--- src/rtl/valve_sequencer_if.sv ---
// Controller-to-valve-stage signal bundle: water commands and error status in,
// valve drives and status flags out.
interface valve_sequencer_if;
    logic [1:0] R1;
    logic [1:0] R2;
    logic [1:0] E;
    logic [3:0] V;
    logic       busy;
    logic       fault;
    logic       alarm;
    logic [2:0] open_cnt;

    // Irrigation controller side (drives commands, observes valve stage).
    modport master (
        output R1, R2, E,
        input  V, busy, fault, alarm, open_cnt
    );

    // Valve sequencer side.
    modport slave (
        input  R1, R2, E,
        output V, busy, fault, alarm, open_cnt
    );
endinterface

--- src/rtl/valve_sequencer.sv ---
// Valve sequencer: opens the four solenoid valves one at a time with a settle
// gap between openings, holds every opened valve for a minimum on-time, and
// closes everything with a blinking alarm while the controller reports error.
module valve_sequencer #(
    parameter int SETTLE_CYC = 4,
    parameter int MIN_ON_CYC = 8,
    parameter int BLINK_CYC  = 16
) (
    input  logic             clk,
    input  logic             reset,
    valve_sequencer_if.slave bus
);

    localparam int SW = $clog2(SETTLE_CYC);
    localparam int OW = $clog2(MIN_ON_CYC + 1);
    localparam int BW = (BLINK_CYC > 1) ? $clog2(BLINK_CYC) : 1;

    localparam logic [SW-1:0] SETTLE_LOAD = SW'(SETTLE_CYC - 1);
    localparam logic [OW-1:0] ON_SAT      = OW'(MIN_ON_CYC);
    // on_cnt reads MIN_ON_CYC-1 at the edge MIN_ON_CYC cycles after opening,
    // so comparing against that value closes the valve exactly on time.
    localparam logic [OW-1:0] ON_HOLD     = OW'(MIN_ON_CYC - 1);
    localparam logic [BW-1:0] BLINK_LAST  = BW'(BLINK_CYC - 1);

    typedef enum logic [1:0] {
        IDLE   = 2'd0,
        SETTLE = 2'd1,
        FAULT  = 2'd2
    } state_t;

    state_t          state, state_d;
    logic [3:0]      v_q, v_d;
    logic            busy_q, busy_d;
    logic            fault_q, fault_d;
    logic            alarm_q, alarm_d;
    logic [SW-1:0]   scnt_q, scnt_d;
    logic [BW-1:0]   acnt_q, acnt_d;
    logic [OW-1:0]   on_cnt_q [4];
    logic [OW-1:0]   on_cnt_d [4];

    logic [3:0]      req;
    logic [3:0]      pending;
    logic [3:0]      first;
    logic [3:0]      open_sel;
    logic [3:0]      close_sel;
    logic            err;

    // Next-state, valve open/close decisions and counter updates.
    always_comb begin
        state_d   = state;
        v_d       = v_q;
        busy_d    = 1'b0;
        fault_d   = fault_q;
        alarm_d   = alarm_q;
        scnt_d    = scnt_q;
        acnt_d    = acnt_q;
        on_cnt_d  = on_cnt_q;
        open_sel  = '0;
        close_sel = '0;

        req     = {bus.R2, bus.R1};
        err     = (bus.E == 2'b00);
        pending = req & ~v_q;
        first   = pending & (~pending + 4'd1);

        for (int unsigned i = 0; i < 4; i++) begin
            close_sel[i] = v_q[i] & ~req[i] & (on_cnt_q[i] >= ON_HOLD);
        end

        if (err) begin
            state_d = FAULT;
            v_d     = '0;
            fault_d = 1'b1;
            if (state != FAULT) begin
                alarm_d = 1'b1;
                acnt_d  = '0;
            end else if (acnt_q == BLINK_LAST) begin
                alarm_d = ~alarm_q;
                acnt_d  = '0;
            end else begin
                acnt_d = acnt_q + 1'b1;
            end
        end else begin
            fault_d = 1'b0;
            alarm_d = 1'b0;
            acnt_d  = '0;
            case (state)
                IDLE: begin
                    if (pending != '0) begin
                        open_sel = first;
                        scnt_d   = SETTLE_LOAD;
                        state_d  = SETTLE;
                    end
                end
                SETTLE: begin
                    if (scnt_q != '0) begin
                        scnt_d = scnt_q - 1'b1;
                    end else if (pending != '0) begin
                        open_sel = first;
                        scnt_d   = SETTLE_LOAD;
                    end else begin
                        state_d = IDLE;
                    end
                end
                FAULT:   state_d = IDLE;
                default: state_d = IDLE;
            endcase
            v_d = (v_q & ~close_sel) | open_sel;
        end

        for (int unsigned i = 0; i < 4; i++) begin
            if (open_sel[i]) begin
                on_cnt_d[i] = '0;
            end else if (v_q[i] && (on_cnt_q[i] != ON_SAT)) begin
                on_cnt_d[i] = on_cnt_q[i] + 1'b1;
            end
        end

        busy_d = (state_d == SETTLE) ||
                 ((state_d != FAULT) && ((req & ~v_d) != '0));
    end

    // State and output registers, cleared asynchronously by reset.
    always_ff @(posedge clk or posedge reset) begin
        if (reset) begin
            state   <= IDLE;
            v_q     <= '0;
            busy_q  <= 1'b0;
            fault_q <= 1'b0;
            alarm_q <= 1'b0;
            scnt_q  <= '0;
            acnt_q  <= '0;
            for (int unsigned i = 0; i < 4; i++) begin
                on_cnt_q[i] <= '0;
            end
        end else begin
            state    <= state_d;
            v_q      <= v_d;
            busy_q   <= busy_d;
            fault_q  <= fault_d;
            alarm_q  <= alarm_d;
            scnt_q   <= scnt_d;
            acnt_q   <= acnt_d;
            on_cnt_q <= on_cnt_d;
        end
    end

    assign bus.V        = v_q;
    assign bus.busy     = busy_q;
    assign bus.fault    = fault_q;
    assign bus.alarm    = alarm_q;
    assign bus.open_cnt = {2'b00, v_q[0]} + {2'b00, v_q[1]} +
                          {2'b00, v_q[2]} + {2'b00, v_q[3]};

endmodule
--- src/flat_wrapper.sv ---
// flat-port wrapper written by rule: the top's interface ports become plain ports
module valve_sequencer_flat 
#(
    parameter int SETTLE_CYC = 4,
    parameter int MIN_ON_CYC = 8,
    parameter int BLINK_CYC  = 16
)
  (clk, reset, bus_R1, bus_R2, bus_E, bus_V, bus_busy, bus_fault, bus_alarm, bus_open_cnt);
  valve_sequencer_if bus_i ();
  input  logic clk;
  input  logic reset;
  input wire logic [$bits(bus_i.R1)-1:0] bus_R1;
  input wire logic [$bits(bus_i.R2)-1:0] bus_R2;
  input wire logic [$bits(bus_i.E)-1:0] bus_E;
  output wire logic [$bits(bus_i.V)-1:0] bus_V;
  output wire logic [$bits(bus_i.busy)-1:0] bus_busy;
  output wire logic [$bits(bus_i.fault)-1:0] bus_fault;
  output wire logic [$bits(bus_i.alarm)-1:0] bus_alarm;
  output wire logic [$bits(bus_i.open_cnt)-1:0] bus_open_cnt;
  assign bus_i.R1 = bus_R1;
  assign bus_i.R2 = bus_R2;
  assign bus_i.E = bus_E;
  assign bus_V = bus_i.V;
  assign bus_busy = bus_i.busy;
  assign bus_fault = bus_i.fault;
  assign bus_alarm = bus_i.alarm;
  assign bus_open_cnt = bus_i.open_cnt;
  valve_sequencer #(.SETTLE_CYC(SETTLE_CYC), .MIN_ON_CYC(MIN_ON_CYC), .BLINK_CYC(BLINK_CYC)) u_core (.clk(clk), .reset(reset), .bus(bus_i));
endmodule
--- config.mk ---
export PLATFORM = sky130hd
export DESIGN_NAME = valve_sequencer_flat
export DESIGN_NICKNAME = d
export VERILOG_FILES = /design/src/rtl/valve_sequencer_if.sv /design/src/rtl/valve_sequencer.sv /design/src/flat_wrapper.sv
export SDC_FILE = /design/constraint.sdc
export NUM_CORES = 1
export LEC_CHECK = 0
export ABC_AREA = 0
export CORE_MARGIN = 2
export CORE_UTILIZATION = 65
export CTS_CLUSTER_SIZE = 25
export DETAILED_ROUTE_END_ITERATION = 6
export DONT_BUFFER_PORTS = 1
export PLACE_DENSITY = 0.83
export SLEW_MARGIN = 0
export SYNTH_ARGS = -nofsm -noshare
export SYNTH_HDL_FRONTEND = slang
export SYNTH_SLANG_ARGS = --single-unit
--- constraint.sdc ---
create_clock -name clk -period 2.6 [get_ports clk]
set_clock_uncertainty 0.1 [all_clocks]
set_input_delay 0.26 -clock clk [delete_from_list [all_inputs] [get_ports clk]]
set_output_delay 0.26 -clock clk [all_outputs]
set_load 0.05 [all_outputs]
# Word level (Yosys, flattened, before mapping)
# Cells that the tools add are included.
# Widths: inputs -> output; s select.
dict set report op_classes {
  n_mux 29
  n_lt_le_gt_ge 4
  n_eq_ne 10
  n_addsub 10
  n_reduce_logical 17
  bitwise 23
}
# op count
set ops {}
lappend ops {{$mux 4} 16}
lappend ops {{$add 4x1->4 const B} 6}
lappend ops {{$and 4x4->4} 4}
lappend ops {{$ge 4x3->1 const B} 4}
lappend ops {{$ne 4x4->1 const B} 4}
lappend ops {{$not 4->4} 4}
lappend ops {{$mux 2} 6}
lappend ops {{$reduce_bool 2->1} 6}
lappend ops {{$and 1x1->1} 8}
lappend ops {{$pmux 2 s2} 2}
lappend ops {{$pmux 4 s2} 1}
lappend ops {{$reduce_bool 4->1} 2}
lappend ops {{$add 3x1->3} 2}
lappend ops {{$not 1->1} 6}
lappend ops {{$logic_and 1x1->1} 5}
lappend ops {{$eq 2x1->1 const B} 2}
lappend ops {{$eq 4x4->1 const B} 1}
lappend ops {{$logic_not 2->1} 2}
lappend ops {{$mux 1} 4}
lappend ops {{$ne 2x2->1 const B} 2}
lappend ops {{$or 4x4->4} 1}
lappend ops {{$ne 3x3->1 const B} 1}
lappend ops {{$add 1x1->2} 1}
lappend ops {{$reduce_and 2->1} 1}
lappend ops {{2 further kinds} 2}
dict set report totals {
  register_bits 31
  input_bits 8
  wordCells 104
}

# Longest topological paths before layout
# Gate-level depths: netlist (run 1).
dict set report logic_depth {
  depth_word 16
  depth_mapped 7
  depth_no_buf 7
}

# Least setup slack after synthesis (run 1)
# OpenSTA, ideal clock, no wires.
dict set report synth_path {
  path_type {flip-flop to output port}
  start {reg u_core.v_q[1], in the netlist u_core.bus.V[1]}
  end {out bus_open_cnt[1]}
  slack_ns 0.203
  arrival_ns 2.037
  required_time_ns 2.240
  stages_incl_launch_ff 4
  cell_sequence {dfrtp_1 > ha_1 > fa_1 > ha_1}
}
dict set report synth_between {
  elab_chain_len 3
}
# item line_no
set synth_rtl {}
lappend synth_rtl {{start, declared} valve_sequencer.sv:32} ;# logic [3:0] v_q, v_d;
lappend synth_rtl {{start signal, assigned} valve_sequencer.sv:138} ;# v_q <= v_d;
lappend synth_rtl {{$add 1x1->2} valve_sequencer.sv:152} ;# assign bus.open_cnt = {2'b00, v_q[0]} + {2'b00, v_q[1]} +
lappend synth_rtl {{$add 3x1->3} valve_sequencer.sv:152}
lappend synth_rtl {{$add 3x1->3} valve_sequencer.sv:153} ;# {2'b00, v_q[2]} + {2'b00, v_q[3]};
lappend synth_rtl {{end, declared} flat_wrapper.sv:19} ;# output wire logic [$bits(bus_i.open_cnt)-1:0] bus_open_cnt;
# Every way passes these cells.

# Worst setup path in the final report (run 1)
dict set report layout_path {
  start {reg u_core.v_q[0], in the netlist u_core.bus.V[0]}
  end {out bus_open_cnt[1]}
}
# Same word-level chain as after synthesis.

==> reports/qor.csv, run 1 <==
metric,value,unit
gp_congestion,0.750,
syn_area,1730,um^2
hold_class,in -> reg,
postCtsSetupBuffers,0,
cts-root-buf,clkbuf_4,
utilization,0.760,
post_cts_hold_buffer_count,3,
hold_viol,0,
relSlewSlack,0.659,
status,completed,
grt_max_degree,32,
vias_per_cell,5.71,
core_area,2500,um^2
dp_slack,0.689,ns
cts.htree.levels,2,
maxSlewViolCount,0,
port_buffers,0,
wl,3.12,mm
clkSinkCount,31,
placementRows,18,
reg2reg_slack,0.90,ns
setup_violations,0,
min_period,2.27,ns
top_level_ports,18,
endpoint_kind,output port,
synth_commonest_cells,"31 x dfrtp_1, 24 x nor2_1, 12 x inv_1, 12 x nand2_1",
area_delta_synth_final,10.1,%
clock_latency,0.34,ns
drt_pass1_iterations,4,
crit_required,2.24,ns
cts_tree,done,
worstPathArrival,1.91,ns
synthCells,167,
peakVddDrop,977,uV
yosys_warnings,0,
design_area,1900,um^2
clockBufferDepth,2,
power,2.04,mW
worstMarginPinSlew,0.513,ns
clk_pin_slew,0.10,ns
powerDensity,1070,nW/um^2
drive_above_1_share,0.141,
antenna_cells,0,
die_height,55.5,um
syn_avg_cell_area,10.3,um^2
post-synth-top-count-cell,dfrtp_1,
ys_seq_elements,31,
syn_nets,187,
grt.overflow.total,0,
grt.total_usage,0.227,
die_area,3080,um^2
synth_area_leaders,"dfrtp_1 45%, ha_1 8.0%, nor2_1 5.2%, xor2_1 4.6%, a21oi_1 3.2%",
final_nets,203,
cts-resized-gates,0,
ant_nets,0,
yosys.area.top_type_share,0.450,
dr_total_vias,1222,
ys.flop_type,dfrtp_1,
cp_max_fo,2,
min_period_over_period,0.873,
grt_pass1_vias,1231,
wire_per_inst,14.6,um
synth_top_area_cell,dfrtp_1,
grt_pass1_wl,5.41,mm
synthDistinctLibCells,36,
synthArstFlopShare,1.00,
dpl.hpwl,2.35,mm
maxCapViolCount,0,
die_x,55.5,um
layout_setup_ws,0.329,ns
synth_seq_area_share,0.450,
tns,0,ns
synth_edf_count,0,
start_util,0.690,
crit_type,reg -> out,
clock.fmax,440,MHz
rsz0062_at_grt,false,
drc,0,
p_leak,0.909,nW
detailed_place.area,1820,um^2
worst_setup_path_start_kind,flip-flop,
grt_antenna_before_repair,0,
cts-buffers-inserted,5,
first_iter_violations,32,
## path summary, 6_finish.rpt
path,to,startpoint,cells past startpoint
max,bus_open_cnt[1],u_core.bus.V[0],4
min,u_core.bus.V[2],bus_R2[0],2
max reg2reg,u_core.on_cnt_q[2],u_core.on_cnt_q[0],7
min reg2reg,u_core.acnt_q[0],u_core.acnt_q[0],1
max in group asynchronous,u_core.on_cnt_q[7],reset,3
min in group asynchronous,u_core.bus.alarm,reset,3
## per-stage QoR
step / instances / hold WS (ns)
finish: 214 / 0.0186
global route: 214 / 0.0118
CTS: 214 / 0.00821
detailed placement: 203 / 0.150
global placement: 203 / 0.144
floorplan: 167 / 0.264
## cell type report
type	instances	area, um^2
flip-flops and latches	31	776
fillers	166	601
multi-input cells	122	885
repair buffers	10	95.1
clock inverters	3	15.0
well taps	30	37.5
clock buffers	5	37.5
inverters	13	53.8
## critical path: stages (launching register included)
cell	delay, ns
dfrtp_1	0.40
ha_1	0.31
fa_1	0.38
ha_1	0.33
buf_12	0.16
## power breakdown
part	leakage, nW	total [mW]	internal (mW)	switching, mW
combinational	0.479	0.949	0.362	0.587
clock	0.0347	0.268	0.100	0.168
sequential	0.395	0.821	0.640	0.180
total	0.909	2.04	1.10	0.935
## routing by layer
layer	share of wire	global-route usage	vias to the layer above
met5	0	0	-
met4	0.018	0.0871	0
met3	0.039	0.0820	6
met2	0.54	0.384	15
met1	0.40	0.260	607
li1	-	-	594
## cells by family (layout without fill, tap and decap cells)
| family | after synthesis | in the layout | share of synthesized area |
|---|---|---|---|
| simple gates | 67 | 67 | 0.235 |
| flops | 31 | 31 | 0.450 |
| compound gates | 25 | 25 | 0.0928 |
| xor+xnor | 15 | 15 | 0.0761 |
| buf+inv | 14 | 31 | 0.0377 |
| fa+ha+maj | 12 | 12 | 0.0914 |
| mux | 3 | 3 | 0.0174 |
## layout by cell type (no fill, tap or decap), types with 2 or more instances in the layout
cell / Yosys / routed
mux2i_1: 3 / 3
nand3b_1: 2 / 2
nand3_1: 7 / 7
and3_1: 2 / 2
o211ai_1: 2 / 2
nor2b_1: 3 / 3
ha_1: 11 / 11
clkinv_2: 0 / 3
a21oi_1: 11 / 11
nand2_1: 12 / 12
xor2_1: 9 / 9
o21ai_0: 4 / 4
clkbuf_4: 0 / 5
buf_4: 0 / 6
dlygate4sd3_1: 0 / 3
inv_1: 12 / 12
o21bai_1: 2 / 2
xnor2_1: 6 / 6
nor4_4: 2 / 2
nand2b_1: 3 / 3
nor2_1: 24 / 24
dfrtp_1: 31 / 31
nand4_1: 4 / 4
## flip-flops by register name, summed over array words and instances (netlist names)
name	count
u_core.acnt_q	4
u_core.bus.V	4
u_core.bus.alarm	1
u_core.bus.busy	1
u_core.bus.fault	1
u_core.on_cnt_q	16
u_core.scnt_q	2
u_core.state	2
Power figures use the tool's default switching activity.
==> inputs of run 2 (changes only) <==
--- a/config.mk
+++ b/config.mk
@@ -6,8 +6,9 @@
 export NUM_CORES = 1
 export LEC_CHECK = 0
 export ABC_AREA = 0
-export CORE_MARGIN = 2
+export CORE_MARGIN = 1
 export CORE_UTILIZATION = 65
+export CTS_BUF_LIST = sky130_fd_sc_hd__clkbuf_8
 export CTS_CLUSTER_SIZE = 25
 export DETAILED_ROUTE_END_ITERATION = 6
 export DONT_BUFFER_PORTS = 1
==> constraint.sdc (replaced) <==
create_clock -name clk -period 2.6 [get_ports clk]
set_clock_uncertainty 0.1 [all_clocks]
set_input_delay 0.26 -clock clk [delete_from_list [all_inputs] [get_ports clk]]
set_output_delay 0.26 -clock clk [all_outputs]
set_load 0.005 [all_outputs]
==> run 2 against run 1 <==
Sequential share of layout area rose by 1.1 points. Flip-flop and latch count did not move. Clock power rose by 31%. Core utilization fell by 2.0 points. Fmax rose by 1.1%. Critical endpoint unchanged. Worst setup slack improved by 0.026 ns. Die area fell by 7.1%. Worst hold slack improved by 0.023 ns.
==> reports/qor.csv, run 2 (same netlist as run 1, synthesis figures left out) <==
metric,value,unit
grt_pass1_wl,5.04,mm
worstHoldEndpoint,u_core.bus.V[1],
powerDensity,978,nW/um^2
p_leak,0.882,nW
wire_per_inst,14.7,um
hold_class,in -> reg,
ff2ff_path_depth,7,
cts_tree,done,
gp_congestion,0.763,
seq_area,776,um^2
reg2reg_slack,0.92,ns
postCtsSetupBuffers,0,
crit_required,2.24,ns
ant_nets,0,
rsz0062_at_grt,false,
min_period,2.25,ns
cts-buffers-inserted,5,
core_area,2500,um^2
die_area,2860,um^2
crit_type,reg -> out,
use_met2,0.450,
antenna_cells,0,
worst_setup_path_start_kind,flip-flop,
drive_above_1_share,0.102,
worstReg2RegStart,u_core.on_cnt_q[0],
die_height,53.5,um
maxSlewViolCount,0,
dp_slack,0.642,ns
largest_reg_flops,16,
top_usage_layer,met2,
cts-root-buf,clkbuf_8,
min_period_over_period,0.863,
r2r-end,u_core.on_cnt_q[2],
maxCapViolCount,0,
status,completed,
multi_input_area,885,um^2
grt_max_degree,32,
clock_latency,0.28,ns
slowest_delay,0.59,ns
dr_total_vias,1178,
tns,0,ns
wl,3.02,mm
setup_violations,0,
clock.fmax,445,MHz
drc,0,
dpl.hpwl,2.26,mm
peakVddDrop,722,uV
met3_usage,0.0833,
die_x,53.5,um
area_delta_synth_final,7.25,%
hold_viol,0,
path_cells,ha_1 > fa_1 > ha_1,
worst_hold_slack,0.0413,ns
met1_usage,0.270,
cp_max_fo,9,
start_util,0.690,
vias_per_cell,5.72,
power,1.81,mW
holdPathStages,2,
first_iter_violations,10,
clockBufferDepth,2,
layout_setup_ws,0.355,ns
hp-start,bus_R1[1],
grt.total_usage,0.255,
placementRows,18,
layout_common_cells,"31 x dfrtp_1, 24 x nor2_1, 14 x inv_1, 12 x nand2_1",
grt.overflow.total,0,
clkSinkCount,31,
cts.htree.levels,2,
post_cts_hold_buffer_count,1,
slowest_stage,dfrtp_1,
cts-resized-gates,0,
regMostFlops,u_core.on_cnt_q,
grt_antenna_before_repair,0,
worstPathArrival,1.89,ns
top_level_ports,18,
grt_pass1_vias,1220,
crit_top_cell,ha_1,
port_buffers,0,
final_nets,195,
clk_pin_slew,0.06,ns
drt_pass1_iterations,4,
layout_commonest_cell,dfrtp_1,
relSlewSlack,0.656,
worstMarginPinSlew,0.511,ns
nFillCells,169,
endpoint_kind,output port,
## run 2: final cells by class
cell class / instances / area share
multi-input combinational: 122 / 0.478
tap: 30 / 0.0203
inverter: 13 / 0.0291
clock inverter: 3 / 0.00676
clock buffer: 5 / 0.0372
sequential: 31 / 0.419
timing repair buffer: 2 / 0.00947
## run 2: where the power goes
part	switching [mW]	internal, mW
registers	0.205	0.642
clock network	0.170	0.179
logic	0.338	0.275
## run 2: critical path, delay by kind of cell (launching register included)
kind	cells	cell delay (ns)
adders and majority gates	3	1.01
DFF	1	0.59
## run 2: worst max-delay path by stage
stage,from,endpoint,slack (ns),depth (start not counted)
finish,u_core.bus.V[1],bus_open_cnt[1],0.35,3
global route,u_core.bus.V[1],bus_open_cnt[1],0.30,3
global placement,u_core.bus.V[1],bus_open_cnt[1],0.70,3
detailed placement,u_core.bus.V[1],bus_open_cnt[1],0.64,3
floorplan,u_core.bus.V[1],bus_open_cnt[1],0.80,3
CTS,u_core.bus.V[1],bus_open_cnt[1],0.34,3
## run 2: routing by layer
| metal | wire [um] | vias to the layer above |
|---|---|---|
| met3 | 147 | 9 |
| met4 | 59 | 0 |
| met1 | 1220 | 566 |
| li1 | - | 582 |
| met5 | 0 | - |
| met2 | 1600 | 21 |
## run 2: per-stage QoR
step | utilization | cell area, um^2 | instances
global placement | 0.704 | 1760 | 197
detailed placement | 0.704 | 1760 | 197
finish | 0.740 | 1850 | 206
CTS | 0.740 | 1850 | 206
global route | 0.740 | 1850 | 206
floorplan | - | 1730 | 167
==> inputs of run 3 (changes only) <==
--- a/config.mk
+++ b/config.mk
@@ -13,6 +13,7 @@
 export DETAILED_ROUTE_END_ITERATION = 6
 export DONT_BUFFER_PORTS = 1
 export PLACE_DENSITY = 0.83
+export RECOVER_POWER = 25
 export SLEW_MARGIN = 0
 export SYNTH_ARGS = -nofsm -noshare
 export SYNTH_HDL_FRONTEND = slang
==> run 3 against run 2 <==
Flip-flop and latch count is the same. Count of clock-buffer cells in the layout is the same. Fmax is the same. Worst setup slack is the same. Cell count is the same. Cell area shrank 0.20%. Core utilization shrank 0.15 points. Total power is essentially flat.
==> reports/qor.csv, run 3 (same netlist as run 1, synthesis figures left out) <==
metric,value,unit
status,completed,
top_level_ports,18,
grt.total_usage,0.255,
crit_type,reg -> out,
slowest_stage,dfrtp_1,
gp_congestion,0.763,
setup_violations,0,
crit_required,2.24,ns
drc,0,
clockBufferDepth,2,
slowest_delay,0.59,ns
worstPathArrival,1.89,ns
endpoint_kind,output port,
reg2reg_slack,0.92,ns
drive_above_1_share,0.102,
wire_per_inst,14.7,um
cp_max_fo,9,
layout_commonest_cell,dfrtp_1,
largest_reg_flops,16,
cts-buffers-inserted,5,
regMostFlops,u_core.on_cnt_q,
vias_per_cell,5.72,
clock_latency,0.28,ns
port_buffers,0,
layout_setup_ws,0.355,ns
grt_pass1_wl,5.04,mm
grt.overflow.total,0,
grt_pass1_vias,1220,
drt_pass1_iterations,4,
die_area,2860,um^2
clk_pin_slew,0.06,ns
clkSinkCount,31,
layout_common_cells,"31 x dfrtp_1, 24 x nor2_1, 14 x inv_1, 12 x nand2_1",
min_period,2.25,ns
cts_tree,done,
grt_antenna_before_repair,0,
dpl.hpwl,2.26,mm
ant_nets,0,
die_x,53.5,um
min_period_over_period,0.863,
hold_class,in -> reg,
maxSlewViolCount,0,
placementRows,18,
start_util,0.690,
cts-root-buf,clkbuf_8,
dp_slack,0.642,ns
worstMarginPinSlew,0.511,ns
rsz0062_at_grt,false,
peakVddDrop,722,uV
die_height,53.5,um
first_iter_violations,10,
powerDensity,980,nW/um^2
relSlewSlack,0.656,
maxCapViolCount,0,
crit_top_cell,ha_1,
p_leak,0.876,nW
tns,0,ns
grt_max_degree,32,
wl,3.02,mm
antenna_cells,0,
path_cells,ha_1 > fa_1 > ha_1,
final_nets,195,
clock.fmax,445,MHz
area_delta_synth_final,7.03,%
hold_viol,0,
worst_setup_path_start_kind,flip-flop,
dr_total_vias,1178,
core_area,2500,um^2
cts.htree.levels,2,
==> run 3: cell types whose count changed in the layout (fill, tap and decap cells not counted), sizes merged <==
cell,previous run,this run
clkinvlp,0,1
inv,15,14
==> run 3: final timing paths <==
kind,startpoint,to,cells past startpoint
max,u_core.bus.V[1],bus_open_cnt[1],3
min,bus_R1[1],u_core.bus.V[1],2
max reg2reg,u_core.on_cnt_q[0],u_core.on_cnt_q[2],7
min reg2reg,u_core.acnt_q[0],u_core.acnt_q[0],1
max in group asynchronous,reset,u_core.scnt_q[1],3
min in group asynchronous,reset,u_core.on_cnt_q[9],3
==> run 3: per-layer routing <==
| metal | vias up | wire, um | GRT usage |
|---|---|---|---|
| met5 | - | 0 | 0 |
| met4 | 0 | 59 | 0.123 |
| met3 | 9 | 147 | 0.0833 |
| met2 | 21 | 1600 | 0.450 |
| met1 | 566 | 1220 | 0.270 |
| li1 | 582 | - | - |
==> run 3: final cells by class <==
type,instances,area (um^2)
multi-input combinational,122,885
sequential,31,776
fill,169,653
clock buffer,5,68.8
inverter,13,50.0
tap,30,37.5
timing repair buffer,2,17.5
clock inverter,3,12.5
==> run 3: what timing repair did <==
action,in CTS,in global routing
hold endpoints to repair,31,0
buffers inserted,0,0
hold buffers,1,0
gates resized for setup,0,0
==> run 3: per-stage QoR <==
step	util	area, um^2	hold WS [ns]	power [mW]	cells
after floorplan	-	1730	0.264	1.32	167
after global placement	0.704	1760	0.149	1.41	197
after detailed placement	0.704	1760	0.156	1.47	197
after CTS	0.740	1850	0.0419	1.82	206
after global routing	0.739	1850	0.0396	1.96	206
final	0.739	1850	0.0413	1.81	206
==> run 3: power breakdown <==
| part | internal (mW) | total (mW) | switching (mW) |
|---|---|---|---|
| logic | 0.275 | 0.613 | 0.338 |
| registers | 0.642 | 0.847 | 0.205 |
| clock network | 0.179 | 0.350 | 0.170 |
| total | 1.10 | 1.81 | 0.713 |
==> run 3: critical path, delay by kind of cell (launching register included) <==
kind	cells	cell delay [ns]
fa+ha+maj	3	1.01
flops	1	0.59
